File: src/rtl/cpu_test_harness_ctrl.sv
// Run controller for processor bring-up: sequences core reset, snoops each hart's
// tohost writes for pass/fail reports, counts cycles/retires and ends the run.
module cpu_test_harness_ctrl #(
    parameter int                NUM_HARTS      = 2,
    parameter int                ADDR_W         = 32,
    parameter int                DATA_W         = 32,
    parameter logic [ADDR_W-1:0] TOHOST_ADDR    = ADDR_W'(32'h0000_1000),
    parameter int                RESET_CYCLES   = 2,
    parameter int                TIMEOUT_CYCLES = 100,
    parameter bit                STOP_ON_FAIL   = 1'b1,
    localparam int               FH_W           = (NUM_HARTS > 1) ? $clog2(NUM_HARTS) : 1
) (
    input  logic                        clk,
    input  logic                        reset,
    input  logic                        restart,
    input  logic [NUM_HARTS-1:0]        ret_valid,
    input  logic [NUM_HARTS-1:0]        mem_we,
    input  logic [NUM_HARTS*ADDR_W-1:0] mem_addr,
    input  logic [NUM_HARTS*DATA_W-1:0] mem_wdata,
    output logic                        core_rst_n,
    output logic                        running,
    output logic                        done,
    output logic                        pass,
    output logic                        fail,
    output logic                        timeout,
    output logic [NUM_HARTS-1:0]        hart_done,
    output logic [FH_W-1:0]             fail_hart,
    output logic [DATA_W-2:0]           fail_code,
    output logic [31:0]                 cycle_count,
    output logic [NUM_HARTS*32-1:0]     retire_count
);

    localparam logic [1:0] ST_HOLD = 2'd0;
    localparam logic [1:0] ST_RUN  = 2'd1;
    localparam logic [1:0] ST_DONE = 2'd2;

    logic [1:0]                  state_q, state_d;
    logic [31:0]                 hold_q, hold_d;
    logic [31:0]                 cycle_q, cycle_d;
    logic [NUM_HARTS-1:0][31:0]  retire_q, retire_d;
    logic [NUM_HARTS-1:0]        hart_done_q, hart_done_d;
    logic                        fail_q, fail_d;
    logic [FH_W-1:0]             fail_hart_q, fail_hart_d;
    logic [DATA_W-2:0]           fail_code_q, fail_code_d;
    logic                        timeout_q, timeout_d;

    always_comb begin
        state_d     = state_q;
        hold_d      = hold_q;
        cycle_d     = cycle_q;
        retire_d    = retire_q;
        hart_done_d = hart_done_q;
        fail_d      = fail_q;
        fail_hart_d = fail_hart_q;
        fail_code_d = fail_code_q;
        timeout_d   = timeout_q;
        case (state_q)
            ST_HOLD: begin
                if (hold_q == 32'(RESET_CYCLES - 1)) begin
                    state_d = ST_RUN;
                    hold_d  = '0;
                end else begin
                    hold_d = hold_q + 32'd1;
                end
            end
            ST_RUN: begin
                cycle_d = cycle_q + 32'd1;
                // Ascending scan with fail_d as the guard keeps only the lowest-index first failure.
                for (int h = 0; h < NUM_HARTS; h++) begin
                    if (ret_valid[h] && !hart_done_q[h] && (retire_q[h] != 32'hFFFF_FFFF))
                        retire_d[h] = retire_q[h] + 32'd1;
                    if (!hart_done_q[h] && mem_we[h] &&
                        (mem_addr[h*ADDR_W +: ADDR_W] == TOHOST_ADDR)) begin
                        hart_done_d[h] = 1'b1;
                        if ((mem_wdata[h*DATA_W +: DATA_W] != DATA_W'(1)) && !fail_d) begin
                            fail_d      = 1'b1;
                            fail_hart_d = FH_W'(h);
                            fail_code_d = mem_wdata[h*DATA_W+1 +: DATA_W-1];
                        end
                    end
                end
                // A report that ends the run takes priority over the watchdog.
                if ((&hart_done_d) || (fail_d && STOP_ON_FAIL)) begin
                    state_d = ST_DONE;
                end else if (cycle_q == 32'(TIMEOUT_CYCLES - 1)) begin
                    state_d   = ST_DONE;
                    timeout_d = 1'b1;
                end
            end
            ST_DONE: begin
                if (restart) begin
                    state_d     = ST_HOLD;
                    hold_d      = '0;
                    cycle_d     = '0;
                    retire_d    = '0;
                    hart_done_d = '0;
                    fail_d      = 1'b0;
                    fail_hart_d = '0;
                    fail_code_d = '0;
                    timeout_d   = 1'b0;
                end
            end
            default: state_d = ST_HOLD;
        endcase
    end

    always_ff @(posedge clk or negedge reset) begin
        if (!reset) begin
            state_q     <= ST_HOLD;
            hold_q      <= '0;
            cycle_q     <= '0;
            retire_q    <= '0;
            hart_done_q <= '0;
            fail_q      <= 1'b0;
            fail_hart_q <= '0;
            fail_code_q <= '0;
            timeout_q   <= 1'b0;
        end else begin
            state_q     <= state_d;
            hold_q      <= hold_d;
            cycle_q     <= cycle_d;
            retire_q    <= retire_d;
            hart_done_q <= hart_done_d;
            fail_q      <= fail_d;
            fail_hart_q <= fail_hart_d;
            fail_code_q <= fail_code_d;
            timeout_q   <= timeout_d;
        end
    end

    assign core_rst_n   = (state_q != ST_HOLD);
    assign running      = (state_q == ST_RUN);
    assign done         = (state_q == ST_DONE);
    assign pass         = done && !fail_q && (&hart_done_q);
    assign fail         = fail_q;
    assign timeout      = timeout_q;
    assign hart_done    = hart_done_q;
    assign fail_hart    = fail_hart_q;
    assign fail_code    = fail_code_q;
    assign cycle_count  = cycle_q;
    assign retire_count = retire_q;

endmodule

File: config.mk
export PLATFORM = sky130hd
export DESIGN_NAME = cpu_test_harness_ctrl
export DESIGN_NICKNAME = d
export VERILOG_FILES = /design/src/rtl/cpu_test_harness_ctrl.sv
export SDC_FILE = /design/constraint.sdc
export NUM_CORES = 1
export LEC_CHECK = 0
export ABC_AREA = 0
export CELL_PAD_IN_SITES_DETAIL_PLACEMENT = 0
export CELL_PAD_IN_SITES_GLOBAL_PLACEMENT = 1
export CORE_MARGIN = 4
export CORE_UTILIZATION = 36
export CTS_CLUSTER_SIZE = 20
export DETAILED_ROUTE_END_ITERATION = 10
export HOLD_SLACK_MARGIN = 0.15
export MAX_ROUTING_LAYER = met4
export PLACE_DENSITY_LB_ADDON = 0.1
export REMOVE_ABC_BUFFERS = 1
export SYNTH_ARGS = -nofsm -noshare
export SYNTH_HDL_FRONTEND = slang
export SYNTH_SLANG_ARGS = --single-unit
export TNS_END_PERCENT = 100
File: constraint.sdc
create_clock -name clk -period 3.03 [get_ports clk]
set_input_delay 0.606 -clock clk [delete_from_list [all_inputs] [get_ports clk]]
set_output_delay 0.606 -clock clk [all_outputs]
set_load 0.1 [all_outputs]
[Word-level counts from Yosys, hierarchy flattened]
Cells that the tools add are included.
Word-level totals
  register bits after elaboration: 166
  memories kept: 0
  latch bits: 0
  input port bits: 135
  memory bits (read-only): 0
  memory bits (writable): 0
  word-level logic and storage cells: 100
Cells by class
  multiplexer cells: 40
  add/subtract/negate cells: 4
  reduce and logical (&&, ||, !) cells: 29
  eq/ne operators: 17
  divide/modulo/power cells: 0
  $lt $le $gt $ge: 0
  shift operators: 0
  bitwise logic cells: 0
  $mul: 0
Operator list (number)
  two-way mux 31 bit: 5
  adder 32 x 1 -> 32 bit, second input constant: 4
  two-way mux 32 bit: 4
  one-hot mux 32 bit (2 select lines): 2
  one-hot mux 64 bit (2 select lines): 1
  equality test 32 x 13 -> 1 bit, second input constant: 2
  two-way mux 64 bit: 1
  != test 32 x 1 -> 1 bit, second input constant: 2
  != test 32 bit, second input constant: 2
  one-hot mux 31 bit (2 select lines): 1
  equality test 32 x 1 -> 1 bit, second input constant: 1
  equality test 32 x 7 -> 1 bit, second input constant: 1
  two-way mux 1 bit: 17
  logical AND 1 bit: 12
  AND reduction 3 bit: 3
  two-way mux 2 bit: 4
  AND reduction 2 bit: 4
  != test 2 x 1 -> 1 bit, second input constant: 3
  != test 2 bit, second input constant: 3
  one-hot mux 1 bit (2 select lines): 3
  one-hot mux 2 bit (3 select lines): 1
  nonzero test 2 bit: 3
  zero test 1 bit: 4
  one-hot mux 2 bit (2 select lines): 1
  other kinds (6): 6

[Depth between registers and ports, before layout]
  depth after elaboration: 13
  mapped depth: 9
  gate-level depth less buffers: 8

[Worst setup path before layout]
No wires, ideal clock.
  path type: register to output
  start point: reg hart_done_q[1] (netlist: hart_done[1])
  end point: out pass
  path slack: -715 ps
  arrival time: 3139 ps
  stages on the path, launching flop included: 3
  cells stage by stage: dfrtp_1 nand2_1 nor3_1
Between the ends
  longest elaborated chain between the ends: 2
Ends and longest elaborated chain
  from (decl): RTL line 41  | logic [NUM_HARTS-1:0] hart_done_q, hart_done_d;
  from (signal assigned): RTL line 123  | hart_done_q <= hart_done_d;
  AND reduction 2 bit: RTL line 134  | assign pass = done && !fail_q && (&hart_done_q);
  logical AND 1 bit: RTL line 134
  to (decl): RTL line 23  | output logic pass,
Every way passes these cells.

[Worst setup path in the final report]
  start point: in mem_addr[61]
  end point: reg fail_code_q[4] (netlist: fail_code[4])
Between the ends
  longest elaborated chain between the ends: 4
Ends and longest elaborated chain
  from (decl): RTL line 18  | input logic [NUM_HARTS*ADDR_W-1:0] mem_addr,
  equality test 32 x 13 -> 1 bit: RTL line 73  | (mem_addr[h*ADDR_W +: ADDR_W] == TOHOST_ADDR)) begin
  logical AND 1 bit: RTL line 72  | if (!hart_done_q[h] && mem_we[h] &&
  two-way mux 31 bit: RTL line 72
  one-hot mux 31 bit (2 select lines): RTL line 57  | case (state_q)
  to (signal assigned): RTL line 126  | fail_code_q <= fail_code_d;
  to (decl): RTL line 44  | logic [DATA_W-2:0] fail_code_q, fail_code_d;
Every way passes these cells.
A chain may end at the register's enable or synchronous reset.

==> reports/metrics.csv <==
metric,value,unit
whs_path_depth,1,
core-area,25300,sq um
p_int,3.61,mW
grt.overflow.total,0,
cap_violations,0,
drt-pass1-iter-count,6,
rr_startpoint,hart_done[1],
synthCells,1036,
synth_area,9280,sq um
root_buffer,clkbuf_16,
die_area,28400,sq um
worstSetupPathType,primary input to flip-flop,
clock_latency,0.43,ns
r2r_setup_slack,0.52,ns
synth-async-reset-ratio,1.00,
globalplace.congestion,0.847,
grt_pass1_vias,9076,
fin_ws,0.353,ns
dp_slack,-0.142,ns
ys.flop_type,dfrtp_1,
pwr-share-clk,0.468,
ys_types,56,
relSlewSlack,0.569,
pwr-share-seq,0.475,
ant_nets,0,
synthSimpleGateAreaFrac,0.269,
worst-slew-pin-transition,0.641,ns
cp_slowest_stage_delay,0.46,ns
required,3.39,ns
die_h,169,um
place_hpwl,23.0,mm
grt.total_usage,0.226,
r2r_cells,7,
cts_inserted_buffers,17,
initial_core_util,0.367,
cts_sinks,166,
cts_htree_levels,4,
min_path_type,flip-flop to flip-flop,
synth-adder-area-share,0.00674,
post_drt_via_cell_ratio,5.57,
clk_pin_slew,0.07,ns
combPwrFrac,0.057,
routed-via-count,9192,
fin_nets,1445,
drive_gt1_frac,0.170,
finalCoreUtilization,0.505,
areaGrowthSynthToFinish,37.5,%
slowest_stage,clkdlybuf4s50_1,
p_sw,1.05,mW
status,completed,
drc,0,
vdd_drop_max,0.406,mV
routed_wl,31.6,mm
p_sw_frac,0.226,
routedWlPerCell,19.1,um
ys_ff_latch,166,
ioPinCount,271,
synth_compound_area_frac,0.162,
crit_path_start_kind,primary input,
leakage,5.32,nW
clock_skew,0.0176,ns
finalCritPeriodShare,0.883,
grt_antenna_before_repair,2,
grt_first_pass_wirelength,50.4,mm
cts_resized,0,
hold_start,hold_q[31],
slew_viol_final,0,
setup_viol,0,
synth-seq-area-share,0.448,
critPathArrivalTime,3.03,ns
fmax,374,MHz
grt_max_degree,55,
cpMostUsedCell,buf_4,
drt_first_iter_violations,794,
synth-edff-count,0,
power,4.66,mW
hold_viol_final,0,
p_per_area,365,nW/um^2
muxShareOfSynthArea,0.0432,
crit_start,mem_addr[61],
die_w,169,um
synth_warnings,0,
regToRegEndpoint,fail_code[4],
endpoint_kind,flip-flop,
rsz0062_at_grt,false,
hold_ws,0.498,ns
path_cells,"clkdlybuf4s50_1, nor4_1, buf_4, nand4_1, or3_1, a2111oi_4, buf_4, a31oi_1, o21ai_1",
cts_tree,built,
fillers,2407,
synth_xor_area_frac,0.0349,
min_period,2.68,ns
rows,58,
synth_top_family_by_area,simple AND/OR/NAND/NOR gates,
finalSetupTns,0,ns
worstPathMaxFanout,32,
whs_endpoint,hold_q[31],
io_buffers,270,
syn_area_per_cell,8.95,sq um
clock_path_buffers,2,
-- per-layer routing --
layer,share of wire,routed length [um],vias to the layer above,global-route usage
met1,0.45,14100,4422,0.293
met2,0.48,15200,302,0.365
met3,0.058,1830,28,0.0483
li1,-,-,4440,-
met5,0,0,-,-
met4,0.014,427,0,0.0543
-- power groups by stage --
stage,clock (mW),sequential (mW),combinational [mW]
floorplan,0,2.26,0.0112
global placement,0,2.26,0.270
detailed placement,0,2.26,0.270
CTS,2.23,2.21,0.272
global route,2.33,2.21,0.288
finish,2.18,2.21,0.266
-- through the flow --
stage / instance area (sq um) / cells
floorplan: 9020 / 976
global placement: 12200 / 1615
detailed placement: 12200 / 1615
CTS: 12800 / 1648
global route: 12800 / 1650
finish: 12800 / 1650
-- worst max-delay path by stage --
| stage | to | slack (ns) |
|---|---|---|
| finish | fail_code[4] | 0.35 |
| global route | fail_code[1] | 0.16 |
| floorplan | pass | -0.71 |
| global placement | fail_code[4] | -0.07 |
| CTS | fail_code[6] | 0.32 |
| detailed placement | fail_code[1] | -0.14 |
-- registers in the layout, indices dropped and copies added (netlist names) --
name,count
hart_done,2
cycle_count,32
timeout,1
fail_code,31
fail,1
retire_count,64
fail_hart,1
state_q,2
hold_q,32
-- final cells by class --
class                      instances  area (sq um)  share of cell area
timing repair buffer             310          2730               0.214
multi-input combinational        790          4800               0.376
antenna                            2          5.00            0.000392
clock inverter                    14           153              0.0120
clock buffer                      18           429              0.0336
inverter                          20          75.1             0.00589
sequential                       166          4150               0.326
tap                              330           413              0.0324
-- layout by cell type, fill, tap and decap left out, drive strengths merged, types with 4 or more instances in the layout --
master / netlist / final
a31oi: 45 / 45
or4: 13 / 13
o211ai: 5 / 5
xnor2: 18 / 18
o41ai: 6 / 6
mux2i: 40 / 40
a21oi: 42 / 42
nand3: 58 / 58
nor3: 26 / 26
nand4: 35 / 35
xor2: 19 / 19
dfrtp: 166 / 166
inv: 20 / 22
clkdlybuf4s50: 0 / 133
or3: 30 / 30
nor2: 66 / 66
nand2: 79 / 79
nand2b: 6 / 6
buf: 17 / 176
ha: 5 / 5
and3: 51 / 51
clkbuf: 43 / 18
clkinv: 0 / 7
nor2b: 5 / 5
o31ai: 26 / 26
nor4b: 9 / 9
and2: 7 / 7
o21ai: 109 / 109
and4: 10 / 10
nor4: 47 / 47
or2: 4 / 4
-- critical path, delay by kind of cell --
family,cells,cell delay (ns)
buffers and inverters,3,1.02
AND/OR/NAND/NOR,3,0.79
AO/OA/AOI/OAI,3,0.59
-- synth_stat cells, drive strengths merged, types with 2 or more instances --
master / instances / area share
or3: 30 / 0.020
inv: 20 / 0.0081
nor3: 26 / 0.015
and4: 10 / 0.0094
o21a: 3 / 0.0024
xnor2: 18 / 0.017
and3: 51 / 0.034
nand4: 35 / 0.024
o21ai: 109 / 0.059
a22o: 3 / 0.0028
and3b: 3 / 0.0028
a21oi: 42 / 0.023
nand2: 79 / 0.032
o22ai: 3 / 0.0020
o211ai: 5 / 0.0040
nand3: 58 / 0.031
dfrtp: 166 / 0.45
o31ai: 26 / 0.021
o311ai: 2 / 0.0019
o21bai: 2 / 0.0016
mux2i: 40 / 0.043
o41ai: 6 / 0.0057
a21o: 2 / 0.0016
a31o: 2 / 0.0019
nor2b: 5 / 0.0034
nor4: 47 / 0.033
nor4b: 9 / 0.0085
buf: 17 / 0.011
ha: 5 / 0.0067
a31oi: 45 / 0.030
or4: 13 / 0.011
xor2: 19 / 0.018
nor2: 66 / 0.027
clkbuf: 43 / 0.017
or2: 4 / 0.0027
nand2b: 6 / 0.0040
and2: 7 / 0.0047
-- cell families after synthesis --
family / after synthesis
AO/OA/AOI/OAI: 253
XOR/XNOR: 37
adder cells (fa/ha/maj): 5
buffers and inverters: 80
flip-flops: 166
multiplexers: 40
AND/OR/NAND/NOR: 455
-- repair_timing --
action / CTS / global route
endpoints found under the setup margin: 0 / 0
hold endpoints to repair: 42 / 0
hold buffers: 1 / 0
buffers inserted: 0 / 0
No activity file was read; power rests on OpenSTA's default activity.
